===== src/rtl/multi_debouncer.sv =====
// Multi-channel button debouncer: 2-flop synchronisers, one shared sample tick,
// and a per-channel stability counter that must see STABLE_COUNT disagreeing ticks.
module multi_debouncer #(
  parameter int   CHANNELS     = 4,
  parameter int   THRESHOLD    = 50,
  parameter int   STABLE_COUNT = 7,
  parameter logic INIT_LEVEL   = 1'b0
) (
  input  logic                clk,
  input  logic                reset_n,
  input  logic                enable,
  input  logic [CHANNELS-1:0] buttonIn,
  output logic [CHANNELS-1:0] buttonOut,
  output logic [CHANNELS-1:0] risingEdge,
  output logic [CHANNELS-1:0] fallingEdge,
  output logic                tick
);

  localparam int TW = (THRESHOLD > 1) ? $clog2(THRESHOLD) : 1;
  localparam int CW = $clog2(STABLE_COUNT + 1);
  localparam logic [TW-1:0] TICK_LAST = TW'(THRESHOLD - 1);
  localparam logic [CW-1:0] STAB_LAST = CW'(STABLE_COUNT - 1);
  localparam logic [CHANNELS-1:0] INIT_VEC = {CHANNELS{INIT_LEVEL}};

  logic [CHANNELS-1:0]         sync1_q, sync2_q;
  logic [TW-1:0]               tick_cnt_q, tick_cnt_d;
  logic [CHANNELS-1:0][CW-1:0] stab_q, stab_d;
  logic [CHANNELS-1:0]         out_q, out_d;
  logic [CHANNELS-1:0]         rise_q, rise_d;
  logic [CHANNELS-1:0]         fall_q, fall_d;

  assign tick = enable && (tick_cnt_q == TICK_LAST);

  always_comb begin
    tick_cnt_d = tick_cnt_q;
    if (enable) begin
      tick_cnt_d = (tick_cnt_q == TICK_LAST) ? '0 : tick_cnt_q + 1'b1;
    end
  end

  // Channel state only moves on a tick; edge pulses are produced alongside the output flip.
  always_comb begin
    stab_d = stab_q;
    out_d  = out_q;
    rise_d = '0;
    fall_d = '0;
    for (int i = 0; i < CHANNELS; i++) begin
      if (tick) begin
        if (sync2_q[i] == out_q[i]) begin
          stab_d[i] = '0;
        end else if (stab_q[i] == STAB_LAST) begin
          stab_d[i] = '0;
          out_d[i]  = sync2_q[i];
          rise_d[i] = sync2_q[i];
          fall_d[i] = ~sync2_q[i];
        end else begin
          stab_d[i] = stab_q[i] + 1'b1;
        end
      end
    end
  end

  always_ff @(posedge clk or negedge reset_n) begin
    if (!reset_n) begin
      sync1_q    <= INIT_VEC;
      sync2_q    <= INIT_VEC;
      tick_cnt_q <= '0;
      stab_q     <= '0;
      out_q      <= INIT_VEC;
      rise_q     <= '0;
      fall_q     <= '0;
    end else begin
      sync1_q    <= buttonIn;
      sync2_q    <= sync1_q;
      tick_cnt_q <= tick_cnt_d;
      stab_q     <= stab_d;
      out_q      <= out_d;
      rise_q     <= rise_d;
      fall_q     <= fall_d;
    end
  end

  assign buttonOut   = out_q;
  assign risingEdge  = rise_q;
  assign fallingEdge = fall_q;

endmodule


===== config.mk =====
export PLATFORM = sky130hd
export DESIGN_NAME = multi_debouncer
export DESIGN_NICKNAME = d
export VERILOG_FILES = /design/src/rtl/multi_debouncer.sv
export SDC_FILE = /design/constraint.sdc
export NUM_CORES = 1
export LEC_CHECK = 0
export ABC_CLOCK_PERIOD_IN_PS = 2600
export CORE_MARGIN = 2
export CORE_UTILIZATION = 50
export CTS_BUF_LIST = sky130_fd_sc_hd__clkbuf_16
export CTS_CLUSTER_DIAMETER = 100
export DETAILED_ROUTE_END_ITERATION = 12
export GPL_ROUTABILITY_DRIVEN = 0
export HOLD_SLACK_MARGIN = 0.02
export PLACE_DENSITY_LB_ADDON = 0.25
export SETUP_SLACK_MARGIN = 0.15
export SYNTH_ARGS = -nofsm -noshare
export SYNTH_HDL_FRONTEND = slang
export SYNTH_SLANG_ARGS = --single-unit

===== constraint.sdc =====
create_clock -name clk -period 2.6 [get_ports clk]
set_input_delay 0.26 -clock clk [delete_from_list [all_inputs] [get_ports clk]]
set_output_delay 0.26 -clock clk [all_outputs]
set_load 0.03 [all_outputs]

Word-level counts from Yosys, hierarchy flattened
Cells that the tools add are included.
{ "word_totals": {"out_inout_bits": 13, "elab_cells": 73, "reg_bits": 38} }
{ "op_classes": {"eq_ne": 9, "bitwise": 8, "n_addsub": 5, "reduce_logical": 5, "muxes": 33} }
{ "op_table": {"columns": ["cell", "count"], "rows": [
  ["two-way mux 1 bit", 24],
  ["two-way mux 3 bit", 8],
  ["adder 3 x 1 -> 3 bit, second input constant", 4],
  ["equality test 3 bit, second input constant", 4],
  ["AND reduction 3 bit", 4],
  ["NOT 1 bit", 8],
  ["adder 6 x 1 -> 6 bit, second input constant", 1],
  ["equality test 6 bit, second input constant", 1],
  ["two-way mux 6 bit", 1],
  ["equality test 1 bit", 4],
  ["logical AND 1 bit", 1]
]} }

Logic depth before layout (Yosys ltp)
{ "depth": {"depth_word": 4, "mapped_depth": 8} }

Worst setup path after synthesis
OpenSTA, ideal clock, no wires.
{ "synth_timing": {"path_type": "reg-to-reg", "startpoint": "register tick_cnt_q[1]", "endpoint": "register out_q[0] (netlist: buttonOut[0])", "arrival_ns": 1.794, "setup_slack_ns": 0.681, "setup_time_ns": 0.125, "path_stages_with_launch": 8, "path_cell_list": "dfrtp_1 inv_1 ha_1 nand4_1 or3_1 buf_2 or3_4 mux2_4"} }
{ "synth_between": {"elab_chain_len": 3} }
{ "synth_rtl": {"columns": ["element", "line", "source"], "rows": [
  ["start, declared", "26", "logic [TW-1:0] tick_cnt_q, tick_cnt_d;"],
  ["start signal, assigned", "75", "tick_cnt_q <= tick_cnt_d;"],
  ["equality test 6 bit", "32", "assign tick = enable && (tick_cnt_q == TICK_LAST);"],
  ["logical AND 1 bit", "32", null],
  ["AND reduction 3 bit (no source line)", null, null],
  ["end signal, assigned", "77", "out_q <= out_d;"],
  ["end, declared", "28", "logic [CHANNELS-1:0] out_q, out_d;"]
]} }
No other way between the ends.
A chain may end at the register's enable or synchronous reset.

Worst setup path in the final report
{ "layout_timing": {"startpoint": "register tick_cnt_q[1]", "endpoint": "output tick"} }
{ "layout_between": {"elab_chain_len": 2} }
{ "layout_rtl": {"columns": ["element", "line", "source"], "rows": [
  ["equality test 6 bit", "32", null],
  ["logical AND 1 bit", "32", null],
  ["end, declared", "16", "output logic tick"]
]} }
No other way between the ends.

==> run metrics <==
met1 usage=20.1%; Seq/Total Area, Yosys=59.2%; Site Rows=20; post-synth cell types=27; max cap viols=0; fin crit share=about 85%; final worst slack=between 0.3 and 0.4 ns; Avg Cell Area, Syn=11.9 um2; total gr overflow=0; CTS buffer count=5; GR met2 Demand/Resource=30.6%; area leader, netlist=dfrtp_1; first-pass GRT wire length=4700 um; Crit. End Element=output pin; CTS max path bufs=2; Post-Place Worst Slack=0.301 ns; Crit path required time=2.34 ns; Power Dens Cells=809 mW/mm2; non-filler cells, final=204; top cells by area, synth=dfrtp_1 (59%), nor3b_1 (4.2%), mux2_4 (3.7%), o31ai_1 (3.7%), o21ai_0 (3.1%); post-synth top area share=59.2%; Synth Cell Area=0.00161 mm2; TritonCTS clock tree=yes; synth warn=0; number of global-route vias before repair=1086; sequential fraction of design power=46.8%; post-route cell area=between 0.002 and 0.0025 mm2; met3 usage=around 6.4%; Post-CTS Setup Inserts=0; Fmax=roughly 0.45 GHz; final worst clock skew=0.00587 ns; startpoint types=flop; Yosys reg bits=38; worst min path class=input port to asynchronous set/reset pin; clock network fraction of design power=42.2%; ANT cells=0; commonest non-fill, non-tap cell in the layout=dfrtp_1; vias=between 1000 and 1500; Avg Vias per Cell=around 5.3; Total GRT Usage=about 18%; wire length per cell=around 13 um; Root Driver=clkbuf_16; clk_lat worst skew=0.28 ns; P_int=1210 uW; clock slew at reported path FFs=0.06 ns; final hold vios=0; Antenna Nets Post-Route=0; Leak=around 0.00089 uW; die span in x=60.7 um; core area=0.00305 mm2; Final setup viols=0; CP max FO=18; Max IR drop VDD=0.520 mV; Tightest Pin Transition=about 0.80 ns; Post-DP HPWL=about 1900 um; placed cells=196; placed inst area=~0.0018 mm2; Post-Synthesis Cells=135; die height=60.7 um; switching part of the total=26.0%; status=completed; antenna violations before repair=0; Combinational Power Share=11.0%; share of cells above drive strength 1=13.1%; die area=0.00368 mm2; Worst EP arrival=1.95 ns; critical setup path kind=flop to output pin; net switching power=424 uW; initial core utilization=52.6%; PnR Total Power=approximately 1600 uW; R2R setup slack=0.53 ns; Final min period=2.21 ns; most frequent cells in the layout=dfrtp_1 (38), clkdlybuf4s50_1 (17), nand2_1 (11), o21ai_0 (10), nor3b_1 (9); Pre-antenna DRT Iters=4; drc violations=0; largest net degree at the start of global routing=39; RSZ-0062 raised after global routing=false; Max Transition Viols Final=0; GRT busiest layer=met2; area delta synth->final=25.4%; IO Pins=20; DR iter-0 viols=just over 60; Routed WL=2700 um; CTS sink count=38; Syn Nets=around 140; Nets=168; I/O Buffers=19; TNS Setup=0 ns; H-Tree Depth=2; Slew headroom=between 40% and 50%
==> what timing repair did <==
action / in CTS / in global routing
hold buffers: 0 / 0
setup endpoints to repair: 0 / 1
gates resized for setup: 0 / 1
==> final timing paths <==
check / depth (start not counted) / startpoint / endpoint
worst min register to register: 0 / sync1_q[2] / sync2_q[2]
worst max-delay path: 6 / tick_cnt_q[1] / tick
worst max register to register: 6 / tick_cnt_q[1] / buttonOut[1]
min in group clk: 0 / sync1_q[2] / sync2_q[2]
max in group asynchronous: 1 / reset_n / stab_q[7]
worst min-delay path: 1 / reset_n / fallingEdge[3]
==> cells in the mapped netlist (all sizes together) <==
library cell  number
dfrtp             38
mux2               4
nand2b             4
xnor2              5
a22o               1
clkbuf             2
inv                3
nor2               7
nand4              3
a21o               5
nand3b             1
and4               1
ha                 2
or3                5
mux2i              1
nor4b              4
nor3               5
nand3              2
nor3b              9
o31ai              8
o22ai              1
nand2             11
buf                2
o21ai             10
a21oi              1
==> final cells by class <==
| class | count | area [um2] |
|---|---|---|
| well taps | 44 | 55.1 |
| repair buffers | 21 | 198 |
| fillers | 232 | 1040 |
| flip-flops and latches | 38 | 951 |
| clock inverters | 3 | 45.0 |
| clock buffers | 5 | 125 |
| inverters | 3 | 11.3 |
| multi-input cells | 90 | 628 |
==> critical path: stages (launching register included) <==
cell and delay, ns:
dfrtp_1 0.41, inv_1 0.09, ha_1 0.19, nand4_1 0.10
or3_4 0.44, inv_1 0.23, buf_4 0.21
==> flip-flops by register name, indices dropped and copies added, names as in the netlist <==
register	flops
buttonOut	4
sync2_q	4
sync1_q	4
tick_cnt_q	6
fallingEdge	4
risingEdge	4
stab_q	12
==> per-layer routing <==
metal	part of all wire [%]	vias to the layer above
li1	-	531
met1	43	533
met2	53	18
met3	2.9	4
met4	0.96	0
met5	0	-
==> logic make-up after synthesis <==
group	share of synthesized area [%]
muxes	4.36
AOI/OAI and AO/OA	10.4
DFF	59.2
and+or+nand+nor	19.7
buffers and inverters	1.95
adders and majority gates	1.56
xor gates and xnor gates	2.73
==> power groups by stage <==
stage | combinational (uW) | sequential (uW) | clock (uW)
CTS | 181 | 757 | 696
detailed placement | 182 | 766 | 0
finish | 179 | 762 | 688
floorplan | 133 | 745 | 0
global placement | 167 | 761 | 0
global route | 208 | 774 | 729
==> metrics by stage <==
| step | hold WS, ns | util [%] |
|---|---|---|
| 4_1_cts | 0.103 | 65.8 |
| 5_1_grt | 0.128 | 65.9 |
| 3_5_place_dp | 0.339 | 60.2 |
| 6_report | 0.0672 | 65.9 |
| 2_1_floorplan | -0.0356 | - |
| 3_3_place_gp | 0.335 | 60.2 |
No activity file was read; power rests on OpenSTA's default activity.
==> patch 1, RTL diff (same flow settings) <==
`CHANNELS`: 4 -> 8.
--- a/src/rtl/multi_debouncer.sv
+++ b/src/rtl/multi_debouncer.sv
@@ -3,3 +3,3 @@
 module multi_debouncer #(
-  parameter int   CHANNELS     = 4,
+  parameter int   CHANNELS     = 8,
   parameter int   THRESHOLD    = 50,
Ports: changed (resized buttonIn, buttonOut, fallingEdge and risingEdge); port bits go from 20 to 36. The function was not compared with the original's and may differ.
==> patch 1 against the unedited design <==
First-iteration DRC count increased by 48%. Synthesized area increased by 81%. Cell area increased by 78%. Non-clock buffer count increased by 17. Routed wire length increased by 67%. Critical path depth unchanged. Sequential share of layout area increased by 1.6 points. Power increased by 76%. Worst setup slack got worse by 87 ps. Sequential cell count increased by 32. Utilization decreased by 1.2 points. Count of clock-buffer cells in the layout increased by 4. Critical path type unchanged. Largest cell class unchanged. Largest power group unchanged.
==> patch 1: results (changes against the unedited design) <==
largest net degree at the start of global routing 71 (was 39); Area contributors post-synth dfrtp_1, mux2_4, nor3b_1 (was dfrtp_1, nor3b_1, mux2_4); ys async rst share 1.00 (unchanged); Worst EP arrival 2040 ps (was 1950 ps); Slowest-stage cell, CP clkdlybuf4s50_1 (was or3_4); Worst Setup SP tick_cnt_q[1] (unchanged); Synth Net Count 247 (was 144); routed vias 1905 (was 1086); GRT Total Usage 0.163 (was 0.177); maximum fanout along the worst path 9 (was 18); status finished clean (unchanged); Final nets 290 (was 168); CTS Hold Bufs 0 (unchanged); CP delay by family, top buffers and inverters (was simple AND/OR/NAND/NOR gates); worst-margin pin slew 828 ps (was 802 ps); clk_lat worst skew 320 ps (was 280 ps); initial antenna violation count 0 (unchanged); share of cells above drive strength 1 0.128 (was 0.131); flop2flop setup slack 780 ps (was 530 ps); Longest Clk Path Bufs 2 (unchanged); dpl cells 338 (was 196); CTS HTree Levels 3 (was 2); Hold WC Path Type primary input to async pin (unchanged); # resized after CTS 0 (unchanged); max incr delay on CP 660 ps (was 440 ps); count of unique library cells instantiated by Yosys 30 (was 27); share of the yosys chip area belonging to registers 0.604 (was 0.592); Port Buffers 35 (was 19); Commonest cells post-synth dfrtp_1, nor3b_1, o21ai_0, inv_1, nand2_1 (was dfrtp_1, nand2_1, o21ai_0, nor3b_1, o31ai_1); R2R Path End buttonOut[0] (was buttonOut[1]); fillers 441 (was 232); Leak Pwr 1.58 nW (was 0.888 nW); Layout Skew 4.49 ps (was 5.87 ps); Initial DRC Count 90 (was 61); first-pass GRT wire length 7960 um (was 4700 um); routed wire length 4500 um (was 2700 um); DR WL/cell 12.7 um (was 13.2 um); Yosys Warn Count 0 (unchanged); Largest register FFs 24 (was 12); FMAX 0.435 GHz (was 0.452 GHz); total CTS buffers 9 (was 5); hpwl dp 2930 um (was 1920 um); Post-Syn Instances 234 (was 135); worst vdd ir 0.468 mV (was 0.520 mV)
[patch 1: changes by cell type after synthesis, sizes merged, moves of 4 or more]
cell | unedited run | this run
dfrtp | 38 | 70
inv | 3 | 12
o41ai | 0 | 8
nor3b | 9 | 16
o21ai | 10 | 16
nand2b | 4 | 9
nor3 | 5 | 10
a21o | 5 | 9
mux2 | 4 | 8
nor4b | 4 | 8
xnor2 | 5 | 9
[patch 1: worst max path at each step]
| stage | end | slack (ps) | cells past startpoint |
|---|---|---|---|
| after floorplan | buttonOut[0] | 920 | 6 |
| after global placement | tick | 560 | 4 |
| after detailed placement | tick | 580 | 4 |
| after CTS | tick | 280 | 6 |
| after global routing | tick | 160 | 6 |
| final | tick | 300 | 6 |
[patch 1: area by class of cell]
class | instances | share of cell area
inverter | 12 | 0.0125
tap | 72 | 0.0251
clock buffer | 9 | 0.0627
clock inverter | 6 | 0.00871
timing repair buffer | 38 | 0.102
sequential | 70 | 0.488
multi-input combinational | 146 | 0.300
[patch 1: cell families after synthesis]
kind of cell	synth area share
and+or+nand+nor	0.184
buffers and inverters	0.0246
muxes	0.0448
DFF	0.604
adders and majority gates	0.00862
xor gates and xnor gates	0.0272
AOI/OAI and AO/OA	0.107
[patch 1: metal layers]
metal / global-route usage / routed length (um) / up-vias
li1: - / - / 922
met1: 0.201 / 2140 / 934
met2: 0.257 / 2060 / 38
met3: 0.0371 / 182 / 11
met4: 0.102 / 110 / 0
met5: 0 / 0 / -
[patch 1: stage by stage]
stage                      util  worst slack (ps)  hold WS (ps)  instance area [um^2]
final                     0.648               302           132                  3590
after global routing      0.648               157           236                  3590
after CTS                 0.648               280           166                  3590
after detailed placement  0.602               576           335                  3330
after global placement    0.602               557           333                  3330
after floorplan               -               924         -35.6                  2900
[patch 1: where the power goes]
| part | leakage (nW) | internal (W) | switching [W] | total (W) |
|---|---|---|---|---|
| Clock | 0.124 | 0.000626 | 0.000422 | 0.00105 |
| Sequential | 0.915 | 0.00125 | 0.000192 | 0.00144 |
| Combinational | 0.538 | 0.000184 | 0.000196 | 0.000380 |
==> patch 2, RTL diff (same settings) <==
Without the edit above. Put one more register stage on the output `risingEdge`. The value now appears one clock later. The other outputs are not delayed to match.
--- a/src/rtl/multi_debouncer.sv
+++ b/src/rtl/multi_debouncer.sv
@@ -83,3 +83,5 @@
   assign buttonOut   = out_q;
-  assign risingEdge  = rise_q;
+  always_ff @(posedge clk) begin
+    risingEdge <= rise_q;
+  end
   assign fallingEdge = fall_q;
Check against the original RTL: same outputs for any inputs over 10 cycles, from zero or initial values and one cycle with reset_n low; that may be too few to reach the edited logic, so the function may still have changed.
==> patch 2 against the unedited design <==
Routed wire length up 4.1%. Cell area up 1.9%. Worst setup slack worse by 110 ps. Synthesized cell count up 5.2%. Via count up 2.9%. Power down 3.0%. Sequential share of layout area up 3.0 points. Combinational power up 8%. Critical path depth unchanged. Register-to-register slack better by 110 ps. Die area up 3.5%. Sequential cell count up 4. Synthesized area up 3.7%. Critical path type unchanged.
==> patch 2: results (changes against the unedited design) <==
share of cells above drive strength 1 0.112 (was 0.131); max incr delay on CP 700 ps (was 440 ps); clk slew on worst S/H paths 50 ps; Yosys Warn Count 0 (unchanged); count of unique library cells instantiated by Yosys 25 (was 27); CP delay by family, top buffers and inverters (was simple AND/OR/NAND/NOR gates); Slowest-stage cell, CP clkdlybuf4s50_1 (was or3_4); top flop regs stab_q: 12 flops, tick_cnt_q: 6 flops (unchanged); CTS HTree Levels 2 (unchanged); hpwl dp 1870 um (was 1920 um); Synth Area in XOR/XNOR 0.0263 (was 0.0273); total CTS buffers 5 (unchanged); largest net degree at the start of global routing 39 (unchanged); Hold WC Path Type primary input to async pin (unchanged); Port Buffers 19 (unchanged); Longest Clk Path Bufs 2 (unchanged); status finished clean (unchanged); GRT Total Usage 0.174 (was 0.177); root buffer cell clkbuf_16 (unchanged); clk_lat worst skew 270 ps; post-synthesis compound-gate area fraction 0.0932 (was 0.104); Commonest cells post-synth dfrtp_1, nand2_1, o21ai_0, nor3b_1 (was dfrtp_1, nand2_1, o21ai_0, nor3b_1, o31ai_1); Synth Net Count 151 (was 144); Layout Skew 3.60 ps (was 5.87 ps); first-pass GRT wire length 4810 um (was 4700 um); initial antenna violation count 0 (unchanged); Post-Synth Adder-Cell Area 0.0150 (was 0.0156); drt drc 0 (unchanged); Initial DRC Count 51 (was 61); ys async rst share 0.905 (was 1.00); ys flop type dfrtp_1 (unchanged); grt ovf 0 (unchanged); share of the yosys chip area belonging to registers 0.619 (was 0.592); post-CTS setup buffer count 0 (unchanged); worst vdd ir 0.454 mV (was 0.520 mV); maximum fanout along the worst path 6 (was 18); DR WL/cell 13.2 um (about the same); max cap viols 0 (unchanged); antenna cells 0 (unchanged); Area contributors post-synth dfrtp_1, dfxtp_1, nand2_1 (was dfrtp_1, nor3b_1, mux2_4); Final nets 177 (was 168); routed vias 1117 (was 1086); iteration count of the initial detailed-routing pass 4 (unchanged); Leak Pwr 0.903 nW (was 0.888 nW); fillers 254 (was 232); # resized after CTS 0 (unchanged); Worst EP arrival 2060 ps (was 1950 ps); multiplexer share of the synthesized area 0.0421 (was 0.0436); worst-margin pin slew 824 ps (was 802 ps)
patch 2: path summary, 6_finish.rpt:
path | startpoint | cells past startpoint | to | slack (ps)
worst min register to register | rise_q[0] | 0 | risingEdge[0] | 340
min in group clk | rise_q[0] | 0 | risingEdge[0] | 340
worst max-delay path | tick_cnt_q[1] | 6 | tick | 280
max in group asynchronous | reset_n | 1 | buttonOut[0] | 1990
worst max register to register | tick_cnt_q[1] | 7 | buttonOut[2] | 640
worst min-delay path | reset_n | 1 | rise_q[2] | 80
patch 2: report_power, final:
part | leakage, nW | internal [W] | switching, W
logic | 0.302 | 0.0000924 | 0.000102
clock network | 0.0724 | 0.000346 | 0.000219
registers | 0.529 | 0.000729 | 0.0000913
total | 0.903 | 0.00117 | 0.000412
patch 2: per-layer routing:
metal / vias to the layer above / wire [um] / GRT usage / part of all wire
li1: 542 / - / - / -
met1: 553 / 1180 / 0.203 / 0.42
met2: 18 / 1520 / 0.299 / 0.54
met3: 4 / 81 / 0.0393 / 0.029
met4: 0 / 30 / 0.0912 / 0.011
met5: - / 0 / 0 / 0
patch 2: metrics by stage:
stage          hold WS (ps)  power, W  std cells  worst slack (ps)  cell area (um^2)
6_report               84.7   0.00158        213               278              2050
5_1_grt                 154   0.00167        213               153              2050
4_1_cts                 114   0.00160        213               257              2050
3_5_place_dp            327   0.00102        205               538              1910
3_3_place_gp            325  0.000995        205               565              1910
2_1_floorplan         -35.6  0.000946        142               925              1670
patch 2: area by class of cell:
type,instances,share of cell area
Clock inverter,3,0.00610
Timing Repair Buffer,21,0.0976
Inverter,3,0.00549
Multi-Input combinational cell,95,0.300
Tap cell,44,0.0268
Sequential cell,42,0.503
Clock buffer,5,0.0610
patch 2: logic make-up (layout without fill, tap and decap cells):
group	after synthesis	after routing
XOR/XNOR	5	5
multiplexers	5	5
adder cells (fa/ha/maj)	2	2
buffers and inverters	5	32
flip-flops	42	42
AND/OR/NAND/NOR	57	57
AO/OA/AOI/OAI	26	26
